### src/rtl/rv32i_enc_pkg.sv
// Shared constants for the RV32I encoder: instruction IDs, opcodes, formats and ID decode.
// funct3/funct7 tables are held in decodeId().
package rv32i_enc_pkg;

    localparam logic [5:0]
        ID_LUI = 6'd0, ID_AUIPC = 6'd1, ID_JAL = 6'd2, ID_JALR = 6'd3,
        ID_BEQ = 6'd4, ID_BNE = 6'd5, ID_BLT = 6'd6, ID_BGE = 6'd7, ID_BLTU = 6'd8, ID_BGEU = 6'd9,
        ID_LB = 6'd10, ID_LH = 6'd11, ID_LW = 6'd12, ID_LBU = 6'd13, ID_LHU = 6'd14,
        ID_SB = 6'd15, ID_SH = 6'd16, ID_SW = 6'd17,
        ID_ADDI = 6'd18, ID_SLTI = 6'd19, ID_SLTIU = 6'd20, ID_XORI = 6'd21, ID_ORI = 6'd22,
        ID_ANDI = 6'd23, ID_SLLI = 6'd24, ID_SRLI = 6'd25, ID_SRAI = 6'd26,
        ID_ADD = 6'd27, ID_SUB = 6'd28, ID_SLL = 6'd29, ID_SLT = 6'd30, ID_SLTU = 6'd31,
        ID_XOR = 6'd32, ID_SRL = 6'd33, ID_SRA = 6'd34, ID_OR = 6'd35, ID_AND = 6'd36;

    localparam logic [6:0]
        OPC_LUI = 7'b0110111, OPC_AUIPC = 7'b0010111, OPC_JAL = 7'b1101111,
        OPC_JALR = 7'b1100111, OPC_BR = 7'b1100011, OPC_LOAD = 7'b0000011,
        OPC_STORE = 7'b0100011, OPC_OPIMM = 7'b0010011, OPC_OP = 7'b0110011;

    localparam logic [6:0]  F7_ALT    = 7'b0100000;
    localparam logic [31:0] NOP_INSTR = 32'h0000_0013;

    typedef enum logic [2:0] {FMT_R, FMT_I, FMT_SH, FMT_S, FMT_B, FMT_U, FMT_J} fmt_e;
    typedef enum logic [1:0] {S_IDLE, S_RUN, S_DONE} state_e;

    typedef struct packed {
        logic       known;
        fmt_e       fmt;
        logic [6:0] opcode;
        logic [2:0] funct3;
        logic [6:0] funct7;
    } dec_t;

    function automatic dec_t decodeId(input logic [5:0] id);
        dec_t d;
        d = '{known: 1'b1, fmt: FMT_I, opcode: OPC_OPIMM, funct3: 3'd0, funct7: 7'd0};
        if (id == ID_LUI)        begin d.fmt = FMT_U;  d.opcode = OPC_LUI;   end
        else if (id == ID_AUIPC) begin d.fmt = FMT_U;  d.opcode = OPC_AUIPC; end
        else if (id == ID_JAL)   begin d.fmt = FMT_J;  d.opcode = OPC_JAL;   end
        else if (id == ID_JALR)  begin d.fmt = FMT_I;  d.opcode = OPC_JALR;  end
        else if (id <= ID_BGEU)  begin d.fmt = FMT_B;  d.opcode = OPC_BR;    end
        else if (id <= ID_LHU)   begin d.fmt = FMT_I;  d.opcode = OPC_LOAD;  end
        else if (id <= ID_SW)    begin d.fmt = FMT_S;  d.opcode = OPC_STORE; end
        else if (id <= ID_ANDI)  begin d.fmt = FMT_I;  d.opcode = OPC_OPIMM; end
        else if (id <= ID_SRAI)  begin d.fmt = FMT_SH; d.opcode = OPC_OPIMM; end
        else if (id <= ID_AND)   begin d.fmt = FMT_R;  d.opcode = OPC_OP;    end
        else                     d.known = 1'b0;

        case (id)
            ID_BNE, ID_LH, ID_SH, ID_SLLI, ID_SLL:                d.funct3 = 3'd1;
            ID_LW, ID_SW, ID_SLTI, ID_SLT:                        d.funct3 = 3'd2;
            ID_SLTIU, ID_SLTU:                                    d.funct3 = 3'd3;
            ID_BLT, ID_LBU, ID_XORI, ID_XOR:                      d.funct3 = 3'd4;
            ID_BGE, ID_LHU, ID_SRLI, ID_SRAI, ID_SRL, ID_SRA:     d.funct3 = 3'd5;
            ID_BLTU, ID_ORI, ID_OR:                               d.funct3 = 3'd6;
            ID_BGEU, ID_ANDI, ID_AND:                             d.funct3 = 3'd7;
            default:                                              d.funct3 = 3'd0;
        endcase

        if (id == ID_SUB || id == ID_SRA || id == ID_SRAI) d.funct7 = F7_ALT;
        return d;
    endfunction

endpackage

### src/rtl/rv32i_imm_pack.sv
// Places a byte-offset immediate into the instruction bit positions of its format and
// reports whether the value fits that format without truncation.
module rv32i_imm_pack
    import rv32i_enc_pkg::*;
(
    input  fmt_e        fmt_i,
    input  logic [31:0] imm_i,
    output logic [31:0] field_o,
    output logic        rangeOk_o
);

    logic fitsI, fitsB, fitsJ;

    // A value fits a signed field when every bit above the field's sign bit copies it.
    assign fitsI = (imm_i[31:11] == '0) || (imm_i[31:11] == '1);
    assign fitsB = (imm_i[31:12] == '0) || (imm_i[31:12] == '1);
    assign fitsJ = (imm_i[31:20] == '0) || (imm_i[31:20] == '1);

    always_comb begin
        field_o   = '0;
        rangeOk_o = 1'b1;
        case (fmt_i)
            FMT_I: begin
                field_o   = {imm_i[11:0], 20'd0};
                rangeOk_o = fitsI;
            end
            FMT_SH: begin
                field_o   = {7'd0, imm_i[4:0], 20'd0};
                rangeOk_o = (imm_i[31:5] == '0);
            end
            FMT_S: begin
                field_o   = {imm_i[11:5], 13'd0, imm_i[4:0], 7'd0};
                rangeOk_o = fitsI;
            end
            FMT_B: begin
                field_o   = {imm_i[12], imm_i[10:5], 13'd0, imm_i[4:1], imm_i[11], 7'd0};
                rangeOk_o = fitsB && !imm_i[0];
            end
            FMT_U: begin
                field_o   = {imm_i[31:12], 12'd0};
                rangeOk_o = (imm_i[11:0] == '0);
            end
            FMT_J: begin
                field_o   = {imm_i[20], imm_i[10:1], imm_i[11], imm_i[19:12], 12'd0};
                rangeOk_o = fitsJ && !imm_i[0];
            end
            default: begin
                field_o   = '0;
                rangeOk_o = 1'b1;
            end
        endcase
    end

endmodule

### src/rtl/rv32i_instr_encoder.sv
// RV32I instruction encoder and program streamer feeding instruction memory word by word.
// Define RV_ENC_RANGE_CHECK_EN to flag out-of-range immediates as illegal instead of truncating them.
module rv32i_instr_encoder
    import rv32i_enc_pkg::*;
#(
    parameter int ADDR_W = 32,
    parameter int CNT_W  = 16
) (
    input  logic              clk,
    input  logic              rst_n,
    input  logic              start_i,
    input  logic [ADDR_W-1:0] base_addr_i,
    input  logic [CNT_W-1:0]  count_i,
    input  logic              in_valid_i,
    output logic              in_ready_o,
    input  logic [5:0]        in_id_i,
    input  logic [4:0]        in_rd_i,
    input  logic [4:0]        in_rs1_i,
    input  logic [4:0]        in_rs2_i,
    input  logic [31:0]       in_imm_i,
    output logic              out_valid_o,
    input  logic              out_ready_i,
    output logic [31:0]       out_instr_o,
    output logic [ADDR_W-1:0] out_addr_o,
    output logic              out_illegal_o,
    output logic              busy_o,
    output logic              done_o
);

`ifdef RV_ENC_RANGE_CHECK_EN
    localparam bit RangeCheck = 1'b1;
`else
    localparam bit RangeCheck = 1'b0;
`endif

    dec_t              dec;
    logic [31:0]       immField;
    logic              rangeOk;
    logic [31:0]       instr_d;
    logic              illegal_d;
    logic              accept, outFire;
    logic              useRs2, useRs1, useF3, useRd, useF7;

    state_e            state_q;
    logic [ADDR_W-1:0] addr_q, outAddr_q;
    logic [CNT_W-1:0]  remIn_q, remOut_q;
    logic              outValid_q, outIllegal_q, busy_q, done_q;
    logic [31:0]       outInstr_q;

    assign dec = decodeId(in_id_i);

    rv32i_imm_pack u_immPack (
        .fmt_i     (dec.fmt),
        .imm_i     (in_imm_i),
        .field_o   (immField),
        .rangeOk_o (rangeOk)
    );

    // Register fields are only merged into the word for the formats that carry them.
    always_comb begin
        useF7     = (dec.fmt == FMT_R) || (dec.fmt == FMT_SH);
        useRs2    = (dec.fmt == FMT_R) || (dec.fmt == FMT_S) || (dec.fmt == FMT_B);
        useRs1    = useRs2 || (dec.fmt == FMT_I) || (dec.fmt == FMT_SH);
        useF3     = useRs1;
        useRd     = (dec.fmt == FMT_R) || (dec.fmt == FMT_I) || (dec.fmt == FMT_SH)
                 || (dec.fmt == FMT_U) || (dec.fmt == FMT_J);
        illegal_d = !dec.known || (RangeCheck && !rangeOk);
        instr_d   = immField | {useF7  ? dec.funct7 : 7'd0,
                                useRs2 ? in_rs2_i   : 5'd0,
                                useRs1 ? in_rs1_i   : 5'd0,
                                useF3  ? dec.funct3 : 3'd0,
                                useRd  ? in_rd_i    : 5'd0,
                                dec.opcode};
        if (illegal_d) instr_d = NOP_INSTR;
    end

    assign in_ready_o = (state_q == S_RUN) && (remIn_q != '0) && (!outValid_q || out_ready_i);
    assign accept     = in_valid_i && in_ready_o;
    assign outFire    = outValid_q && out_ready_i;

    // remOut counts words still owed to the sink; the session ends when its last word drains.
    always_ff @(posedge clk or negedge rst_n) begin
        if (!rst_n) begin
            state_q      <= S_IDLE;
            addr_q       <= '0;
            remIn_q      <= '0;
            remOut_q     <= '0;
            outValid_q   <= 1'b0;
            outInstr_q   <= '0;
            outAddr_q    <= '0;
            outIllegal_q <= 1'b0;
            busy_q       <= 1'b0;
            done_q       <= 1'b0;
        end else begin
            case (state_q)
                S_IDLE: begin
                    if (start_i) begin
                        addr_q   <= base_addr_i & ~ADDR_W'(3);
                        remIn_q  <= count_i;
                        remOut_q <= count_i;
                        busy_q   <= 1'b1;
                        if (count_i == '0) begin
                            state_q <= S_DONE;
                            done_q  <= 1'b1;
                        end else begin
                            state_q <= S_RUN;
                        end
                    end
                end
                S_RUN: begin
                    if (accept) begin
                        outValid_q   <= 1'b1;
                        outInstr_q   <= instr_d;
                        outIllegal_q <= illegal_d;
                        outAddr_q    <= addr_q;
                        addr_q       <= addr_q + ADDR_W'(4);
                        remIn_q      <= remIn_q - CNT_W'(1);
                    end else if (outFire) begin
                        outValid_q <= 1'b0;
                    end
                    if (outFire) begin
                        remOut_q <= remOut_q - CNT_W'(1);
                        if (remOut_q == CNT_W'(1)) begin
                            state_q <= S_DONE;
                            done_q  <= 1'b1;
                        end
                    end
                end
                S_DONE: begin
                    state_q <= S_IDLE;
                    done_q  <= 1'b0;
                    busy_q  <= 1'b0;
                end
                default: begin
                    state_q <= S_IDLE;
                    done_q  <= 1'b0;
                    busy_q  <= 1'b0;
                end
            endcase
        end
    end

    assign out_valid_o   = outValid_q;
    assign out_instr_o   = outInstr_q;
    assign out_addr_o    = outAddr_q;
    assign out_illegal_o = outIllegal_q;
    assign busy_o        = busy_q;
    assign done_o        = done_q;

endmodule
### config.mk
export PLATFORM = sky130hd
export DESIGN_NAME = rv32i_instr_encoder
export DESIGN_NICKNAME = d
export VERILOG_FILES = /design/src/rtl/rv32i_enc_pkg.sv /design/src/rtl/rv32i_imm_pack.sv /design/src/rtl/rv32i_instr_encoder.sv
export SDC_FILE = /design/constraint.sdc
export NUM_CORES = 1
export LEC_CHECK = 0
export BUFFER_PORTS_ARGS = -buffer_cell sky130_fd_sc_hd__buf_2
export CAP_MARGIN = 20
export CORE_MARGIN = 5
export CORE_UTILIZATION = 59
export CTS_CLUSTER_SIZE = 40
export DETAILED_ROUTE_END_ITERATION = 16
export GPL_ROUTABILITY_DRIVEN = 0
export PLACE_DENSITY = 0.87
export SKIP_LAST_GASP = 1
export SLEW_MARGIN = 20
export SYNTH_ARGS = -nofsm -noshare
export SYNTH_HDL_FRONTEND = slang
export SYNTH_SLANG_ARGS = --single-unit
export TNS_END_PERCENT = 50
### constraint.sdc
create_clock -name clk -period 3.5 [get_ports clk]
set_clock_uncertainty 0.2 [all_clocks]
set_input_delay 0 -clock clk [delete_from_list [all_inputs] [get_ports clk]]
set_output_delay 0 -clock clk [all_outputs]
set_load 0.01 [all_outputs]
==> impl_metrics.toml, run 1 <==
[power_and_ir_drop]
vdd_drop_max_v = 0.000564
p_leak_nw = 4.75
cellPowerDensity_nw_per_um2 = 779
p_total_w = 0.00782

[clocking]
cts_sinks = 129
cts_made_buffers = 17
cts_tree = "yes"
cts_max_path_buffers = 2
cts_setup_buffers = 0
cts.clk_slew.worst_paths_ns = 0.06
htreeDepth = 4
clk-insertion-delay-late_ns = 0.43
root_buffer = "clkbuf_16"

[grt]
grt_max_degree = 86
grt-ovfl-total = 0
antenna_found_initial = 0
first_global_vias = 8020
grt_usage_pct = 34.6
grt_pass1_wl_mm = 40.6

[floorplanning]
rows = 40
die-area_sq_um = 14900
ios = 175
initial_core_util_pct = 60.8
core_area_sq_um = 12200
dieWidth_um = 122
die_y_um = 122

[critical_path]
cp.required_ns = 3.61
r2r_slack_ns = 0.14
r2r_end = "out_instr_o[12]"
cp-start-kind = "primary input"
r2r_cells = 10
worstPathCellList = "dlygate4sd3_1, buf_2, nor2b_2, a32o_2, nor2_4, xnor2_2, o21ai_0, dlygate4sd3_1, a211o_1, dlygate4sd3_1"
max_stage_delay_ns = 0.64
path_common_cell = "dlygate4sd3_1"
reg2reg_from = "remIn_q[0]"
cp_num_buf_inv = 4
worstSetupStartpoint = "in_id_i[5]"
critPathMaxFanout = 16
slowest_stage = "dlygate4sd3_1"
endpoint = "out_instr_o[24]"
endpoint_kind = "flip-flop"
path_delay_family = "buffers and inverters"
cp_num_cells = 10
cp.arrival_ns = 3.49
worstSetupPathType = "primary input to flip-flop"

[yosys]
synth_edf_count = 0
ys_ff_latch = 129
netlist_area_sq_um = 7390
synth-seq-area-share_pct = 43.7
synth_cell_types = 77
synthCells = 885
async_reset_ff_share_pct = 100
synth.yosys.warnings = 0
syn_area_per_cell_sq_um = 8.35
synthFlopType = "dfrtp_1"

[place]
dp_hpwl_mm = 14.9
dp_slack_ns = 0.695
port_buffers = 170
place_inst = 1181

[flow_run]
maxCapViolations = 0

[finish]
num-nets-final = 1256
drive_above_1_share_pct = 21.5
fillers = 718
regArea_sq_um = 3230
syn2layout_area_growth_pct = 36.0
multi_input_area_sq_um = 3870
layoutNonFillerInstCount = 1322

[sta]
setup_viol = 0
hold_violations = 0
finalMaxSlewViolations = 0
setup_ws_ns = 0.115
fmax_mhz = 295
post-route-period-util_pct = 96.7
setup_tns_ns = 0
period_needed_ns = 3.38
hold_ws_ns = 0.0842
relSlewSlack_pct = 29.0
rsz0062_at_grt = "true"
max_slew.worst_pin.slew_ns = 1.05

[outcome]
status = "finished, final reports clean"

[detailed_routing]
via_per_inst = 6.26
ant_nets = 0
drt_iter0_markers = 1249
wl_per_cell_um = 19.4
wirelength_mm = 25.6
drc = 0
dr.pass1.iters = 7
vias = 8274

[worst_hold_path]
min_path_type = "primary input to flip-flop"
-- layout make-up --
type,count,area share (%)
multi-input cells,679,38.5
flip-flops and latches,129,32.1
repair buffers,293,20.6
clock buffers,19,4.51
well taps,168,2.09
clock inverters,13,1.36
inverters,20,0.747
diodes,1,0.0249
-- worst min-delay path, stage by stage --
cell     delay [ns]
buf_2          0.19
ha_1           0.21
a21oi_1        0.09
o21ai_0        0.18
-- placed cells by master (no fill, tap or decap), types with 5 or more instances in the layout --
cell | netlist | routed
nand2_1 | 192 | 192
buf_2 | 15 | 169
dfrtp_1 | 129 | 129
dlygate4sd3_1 | 0 | 108
o21ai_0 | 80 | 80
a21oi_1 | 78 | 78
nor2_1 | 52 | 52
nand3_1 | 26 | 26
inv_1 | 20 | 20
nor3_1 | 18 | 18
a22oi_1 | 17 | 17
o22ai_1 | 17 | 17
clkbuf_16 | 0 | 17
buf_4 | 3 | 14
nor4_1 | 13 | 13
a22o_1 | 10 | 10
ha_1 | 10 | 10
mux2i_1 | 9 | 9
a31oi_1 | 7 | 7
a21o_1 | 7 | 7
and3_1 | 6 | 6
o21ai_1 | 7 | 6
nor2b_1 | 7 | 5
nand2b_1 | 6 | 5
a311oi_1 | 5 | 5
o2bb2ai_1 | 5 | 5
and2_1 | 6 | 5
o32ai_1 | 5 | 5
nand4_1 | 5 | 5
-- cells in the mapped netlist, drive strengths merged (5+ instances only) --
library cell | n | area [sq um]
o2bb2ai | 5 | 43.8
ha | 10 | 125
a311oi | 5 | 43.8
dfrtp | 129 | 3230
and3 | 6 | 37.5
mux2i | 9 | 90.1
nor2 | 54 | 218
o32ai | 5 | 43.8
o22ai | 17 | 106
nand4 | 5 | 31.3
a22oi | 18 | 149
inv | 20 | 75.1
o21ai | 87 | 435
a22o | 10 | 87.6
nor4 | 15 | 106
nand2b | 6 | 37.5
nand2 | 192 | 721
clkbuf | 34 | 149
buf | 24 | 128
nor3 | 19 | 100
and2 | 6 | 37.5
nand3 | 26 | 130
or2 | 5 | 31.3
a31oi | 7 | 43.8
nor2b | 7 | 43.8
a21oi | 78 | 390
a21o | 7 | 52.6
-- per-layer routing --
metal | vias up | share of wire [%] | track usage [%]
met2 | 574 | 47 | 54.5
met1 | 3850 | 37 | 42.4
met4 | 0 | 5.2 | 20.1
met5 | - | 0 | 0
met3 | 145 | 11 | 9.94
li1 | 3705 | - | -
-- where the power goes --
| group | leakage [nW] | switching, W | internal, W |
|---|---|---|---|
| registers | 1.57 | 0.000622 | 0.00217 |
| clock network | 0.281 | 0.000695 | 0.00108 |
| logic | 2.90 | 0.00194 | 0.00132 |
| total | 4.75 | 0.00326 | 0.00457 |
-- worst min-delay path by stage --
stage | to | slack, ns | from | cells past startpoint
after detailed placement | out_instr_o[18] | -0.1 | rst_n | 1
after global routing | out_instr_o[2] | 0.08 | in_id_i[1] | 4
after global placement | out_instr_o[18] | -0.10 | rst_n | 1
after floorplan | addr_q[10] | -0.50 | rst_n | 0
final | out_instr_o[2] | 0.08 | in_id_i[1] | 4
after CTS | out_instr_o[2] | 0.0003 | in_id_i[1] | 4
-- registers in the layout (all words and copies together) (netlist names) --
register / cells
done_o: 1
addr_q: 30
out_valid_o: 1
out_illegal_o: 1
out_addr_o: 30
remIn_q: 16
state_q: 2
remOut_q: 16
busy_o: 1
out_instr_o: 31
-- cell families (layout without fill, tap and decap cells) --
group	after synthesis	in the layout	share of synthesized area, %
simple gates	358	358	22.1
compound gates	294	294	25.5
flops	129	129	43.7
buf+inv	78	345	4.76
mux	12	12	1.88
fa+ha+maj	10	10	1.69
xor+xnor	3	3	0.356
other cells	1	3	0.0507
-- stage by stage --
stage          cell area, sq um  utilization (%)
6_report                  10100             82.6
5_1_grt                   10000             82.6
4_1_cts                   10000             82.3
3_5_place_dp               8340             68.6
3_3_place_gp               8340             68.6
2_1_floorplan              7400                -
-- what timing repair did --
action	CTS	global route
endpoints found under the hold margin	149	0
setup endpoints to repair	0	2
resized for setup	0	7
hold buffers	108	0
Note: power is estimated with default switching activity, not from simulation.
==> run 2, diff against run 1 <==
--- a/config.mk
+++ b/config.mk
@@ -5,14 +5,14 @@
 export SDC_FILE = /design/constraint.sdc
 export NUM_CORES = 1
 export LEC_CHECK = 0
-export BUFFER_PORTS_ARGS = -buffer_cell sky130_fd_sc_hd__buf_2
 export CAP_MARGIN = 20
 export CORE_MARGIN = 5
-export CORE_UTILIZATION = 59
+export CORE_UTILIZATION = 60
 export CTS_CLUSTER_SIZE = 40
 export DETAILED_ROUTE_END_ITERATION = 16
+export DONT_BUFFER_PORTS = 1
 export GPL_ROUTABILITY_DRIVEN = 0
-export PLACE_DENSITY = 0.87
+export PLACE_DENSITY = 0.76
 export SKIP_LAST_GASP = 1
 export SLEW_MARGIN = 20
 export SYNTH_ARGS = -nofsm -noshare
==> impl_metrics.toml, run 2 (synthesis gave the netlist of run 1 again) <==
[outcome]
status = "finished, final reports clean"

[finish]
layout_commonest_cell = "nand2_1"
syn2layout_area_growth_pct = 25.4
drive_above_1_share_pct = 6.87
layout_common_cells = "nand2_1, dfrtp_1, dlygate4sd3_1"
layoutNonFillerInstCount = 1159
num-nets-final = 1094
largest_reg_flops = 31
fillers = 833
design_area_sq_um = 9270

[detailed_routing]
drt_iter0_markers = 1163
vias = 7475
dr.pass1.iters = 6
via_per_inst = 6.45
wl_per_cell_um = 20.2
drc = 0
ant_nets = 0
wirelength_mm = 23.4

[sta]
relSlewSlack_pct = 29.2
finalMaxSlewViolations = 0
fmax_mhz = 292
setup_viol = 0
max_slew.worst_pin.slew_ns = 1.06
setup_ws_ns = 0.0783
hold_ws_ns = 0.0176
period_needed_ns = 3.42
hold_violations = 0
post-route-period-util_pct = 97.8

[floorplanning]
die_y_um = 121
die-area_sq_um = 14600
dieWidth_um = 121
ios = 175
core_area_sq_um = 12100
initial_core_util_pct = 61.3
rows = 40

[clocking]
root_buffer = "clkbuf_16"
cts_tree = "yes"
clk-insertion-delay-late_ns = 0.42
cts_max_path_buffers = 2
htreeDepth = 4
cts_made_buffers = 17
cts.clk_slew.worst_paths_ns = 0.06
cts_sinks = 129

[grt]
grt_pass1_wl_mm = 37.1
grt_usage_pct = 31.7
grt_max_degree = 130
first_global_vias = 7177
antenna_found_initial = 0
grt-ovfl-total = 0

[worst_hold_path]
min_path_type = "primary input to async pin"

[place]
port_buffers = 0
placed_area_sq_um = 7460
dp_slack_ns = 0.664
place_inst = 1008
dp_hpwl_mm = 14.2

[critical_path]
cp.required_ns = 3.60
cp.arrival_ns = 3.52
critPathMaxFanout = 11
worstSetupPathType = "primary input to flip-flop"
endpoint_kind = "flip-flop"
cp-start-kind = "primary input"

[power_and_ir_drop]
p_leak_nw = 4.07
cellPowerDensity_nw_per_um2 = 812
vdd_drop_max_v = 0.000506

[flow_run]
maxCapViolations = 0
run 2: cell types whose count changed in the layout (fill, tap and decap cells not counted), moves of 2 or more:
cell,previous run,this run
buf_2,169,0
dlygate4sd3_1,108,118
clkbuf_1,0,3
clkinv_2,4,2
buf_4,14,11
clkinvlp_4,4,2
run 2: per-layer routing:
| layer | track usage (%) | up-vias | wire length, um |
|---|---|---|---|
| li1 | - | 3374 | - |
| met1 | 39.8 | 3549 | 9060 |
| met2 | 51.6 | 485 | 11300 |
| met3 | 9.18 | 67 | 2420 |
| met4 | 12.9 | 0 | 565 |
| met5 | 0 | - | 0 |
run 2: cell type report:
| type | count | area [sq um] | area share [%] |
|---|---|---|---|
| clock buffers | 22 | 464 | 5.01 |
| well taps | 168 | 210 | 2.27 |
| clock inverters | 9 | 133 | 1.43 |
| diodes | 1 | 2.50 | 0.0270 |
| multi-input cells | 679 | 3840 | 41.5 |
| inverters | 20 | 75.1 | 0.810 |
| flip-flops and latches | 129 | 3230 | 34.8 |
| repair buffers | 131 | 1310 | 14.1 |
run 2: path summary, 6_finish.rpt:
| check | startpoint | end | slack [ns] | cells after the start |
|---|---|---|---|---|
| max in group asynchronous | rst_n | addr_q[29] | 2.59 | 2 |
| min | rst_n | out_instr_o[1] | 0.02 | 2 |
| max | in_id_i[3] | out_instr_o[10] | 0.08 | 9 |
| min in group clk | in_valid_i | out_instr_o[1] | 0.02 | 4 |
| min reg2reg | remOut_q[14] | remOut_q[14] | 0.29 | 1 |
| max reg2reg | remIn_q[0] | out_instr_o[12] | 0.14 | 9 |
run 2: critical path: stages:
cell,delay [ns]
dlygate4sd3_1,0.68
or2_0,0.30
or4_4,0.47
mux2_4,0.35
a22oi_4,0.23
mux2i_1,0.27
dlygate4sd3_1,0.58
o21ai_1,0.07
dlygate4sd3_1,0.56
run 2: through the flow:
stage	utilization, %	setup TNS (ns)	power (W)
floorplan	-	0	0.00469
global placement	61.8	0	0.00515
detailed placement	61.8	0	0.00532
CTS	76.8	0	0.00742
global route	76.8	-0.00810	0.00800
finish	76.8	0	0.00753
run 2: what timing repair did:
| action | in CTS | in global routing |
|---|---|---|
| setup endpoints to repair | 0 | 4 |
| buffers inserted | 0 | 0 |
| hold endpoints to repair | 227 | 0 |
| resized for setup | 0 | 1 |
| hold buffers | 119 | 0 |
run 2: power by group:
group	switching, W	internal, W	total (W)
combinational	0.00158	0.00110	0.00268
clock	0.000654	0.00115	0.00181
sequential	0.000878	0.00217	0.00305
total	0.00311	0.00442	0.00753
==> run 3, diff against run 2 <==
--- a/config.mk
+++ b/config.mk
@@ -6,7 +6,7 @@
 export NUM_CORES = 1
 export LEC_CHECK = 0
 export CAP_MARGIN = 20
-export CORE_MARGIN = 5
+export CORE_MARGIN = 8
 export CORE_UTILIZATION = 60
 export CTS_CLUSTER_SIZE = 40
 export DETAILED_ROUTE_END_ITERATION = 16
==> constraint.sdc (replaced) <==
create_clock -name clk -period 3.8 [get_ports clk]
set_clock_uncertainty 0.2 [all_clocks]
set_input_delay 0 -clock clk [delete_from_list [all_inputs] [get_ports clk]]
set_output_delay 0 -clock clk [all_outputs]
set_load 0.01 [all_outputs]
==> impl_metrics.toml, run 3 (synthesis gave the netlist of run 1 again) <==
[finish]
layout_common_cells = "nand2_1, dfrtp_1, dlygate4sd3_1"
largest_reg_flops = 31
layout_commonest_cell = "nand2_1"
syn2layout_area_growth_pct = 24.4
drive_above_1_share_pct = 7.16
post-route-util_pct = 76.6
num-nets-final = 1095

[grt]
grt_max_degree = 130
grt_usage_pct = 29.4
first_global_vias = 7317
grt_pass1_wl_mm = 38.4
antenna_found_initial = 1
grt-ovfl-total = 0

[sta]
rsz0062_at_grt = "false"
period_needed_ns = 3.53
fmax_mhz = 283
hold_ws_ns = -0.0412
relSlewSlack_pct = 29.1
max_slew.worst_pin.slew_ns = 1.06
hold_violations = 6
post-route-period-util_pct = 92.9
setup_tns_ns = 0
setup_viol = 0
finalMaxSlewViolations = 0
setup_ws_ns = 0.269

[clocking]
clk-insertion-delay-late_ns = 0.42
root_buffer = "clkbuf_16"
cts_resized = 0
cts.clk_slew.worst_paths_ns = 0.06
cts_tree = "yes"
cts_made_buffers = 17
cts_sinks = 129
htreeDepth = 4
cts_max_path_buffers = 2

[power_and_ir_drop]
cellPowerDensity_nw_per_um2 = 737
vdd_drop_max_v = 0.000437
p_leak_nw = 4.05

[critical_path]
endpoint_kind = "flip-flop"
cp-start-kind = "flip-flop"
worstSetupPathType = "flip-flop to flip-flop"
cp.required_ns = 3.90
r2r_end = "out_instr_o[12]"
r2r_slack_ns = 0.27
max_stage_delay_ns = 0.56
slowest_stage = "dlygate4sd3_1"
cp.arrival_ns = 3.63
path_delay_family = "compound AO/OA/AOI/OAI gates"
critPathMaxFanout = 13
cp_num_buf_inv = 3
r2r_cells = 10
reg2reg_from = "remIn_q[0]"
worstPathCellList = "inv_1, ha_1, nor2b_1, nand3_1, o311ai_2, buf_4, a21o_1, nor2_1, a221o_1, dlygate4sd3_1"

[floorplanning]
rows = 40
die-area_sq_um = 16100
initial_core_util_pct = 61.5
dieWidth_um = 127
ios = 175
die_y_um = 127
core_area_sq_um = 12000

[place]
port_buffers = 0
dp_slack_ns = 0.876
dp_hpwl_mm = 15.0

[detailed_routing]
vias = 7482
wl_per_cell_um = 20.8
drc = 0
wirelength_mm = 23.7
dr.pass1.iters = 6
ant_nets = 0
via_per_inst = 6.56
drt_iter0_markers = 1306

[outcome]
violations = "negative hold slack"
status = "finished with violations"

[worst_hold_path]
min_path_type = "primary input to async pin"

[flow_run]
maxCapViolations = 0
==> run 3: how the worst max path moves through the flow <==
stage | depth (start not counted) | to | slack [ns] | from
after global routing | 10 | out_instr_o[14] | 0.03 | remIn_q[0]
after global placement | 9 | out_instr_o[12] | 0.96 | remIn_q[0]
after floorplan | 10 | addr_q[16] | 1.38 | remIn_q[0]
after CTS | 10 | out_instr_o[12] | 0.33 | remIn_q[0]
after detailed placement | 9 | out_instr_o[14] | 0.88 | remIn_q[0]
final | 10 | out_instr_o[12] | 0.27 | remIn_q[0]
==> run 3: area by class of cell <==
cell class / instances / area [sq um]
Fill cell: 811 / 2810
Clock inverter: 14 / 120
Inverter: 20 / 75.1
Clock buffer: 18 / 439
Sequential cell: 129 / 3230
Timing Repair Buffer: 132 / 1310
Antenna cell: 1 / 2.50
Multi-Input combinational cell: 679 / 3840
Tap cell: 147 / 184
==> run 3: what timing repair did <==
item / CTS / global route
setup endpoints to repair: 0 / 0
setup buffers: 0 / 0
endpoints found under the hold margin: 228 / 0
hold buffers: 120 / 0
==> run 3: layer usage <==
metal | vias to the layer above | wire, um | global-route usage (%)
met1 | 3507 | 9250 | 36.3
met4 | 0 | 768 | 12.3
met3 | 79 | 2500 | 8.86
met2 | 511 | 11200 | 47.3
li1 | 3385 | - | -
met5 | - | 0 | 0
==> run 3: per-stage QoR <==
stage | instance area, sq um | hold WS, ns | cells | total power (W)
CTS | 9200 | 0.0338 | 1139 | 0.00668
floorplan | 7400 | -0.496 | 886 | 0.00432
detailed placement | 7420 | -0.492 | 987 | 0.00488
global placement | 7420 | -0.491 | 987 | 0.00474
finish | 9200 | -0.0412 | 1140 | 0.00678
global route | 9200 | 0.102 | 1140 | 0.00725
==> run 3: worst register-to-register path, delay by kind of cell, from the launching register on <==
kind	cells	cell delay (ns)
AND/OR/NAND/NOR	3	0.85
adder cells (fa/ha/maj)	1	0.16
buffers and inverters	3	0.91
AO/OA/AOI/OAI	3	0.92
flip-flops	1	0.38
==> run 3: power by group <==
part / leakage, nW / switching (W) / internal [W]
logic: 2.21 / 0.00146 / 0.000997
clock network: 0.269 / 0.000668 / 0.000869
registers: 1.57 / 0.000794 / 0.00200
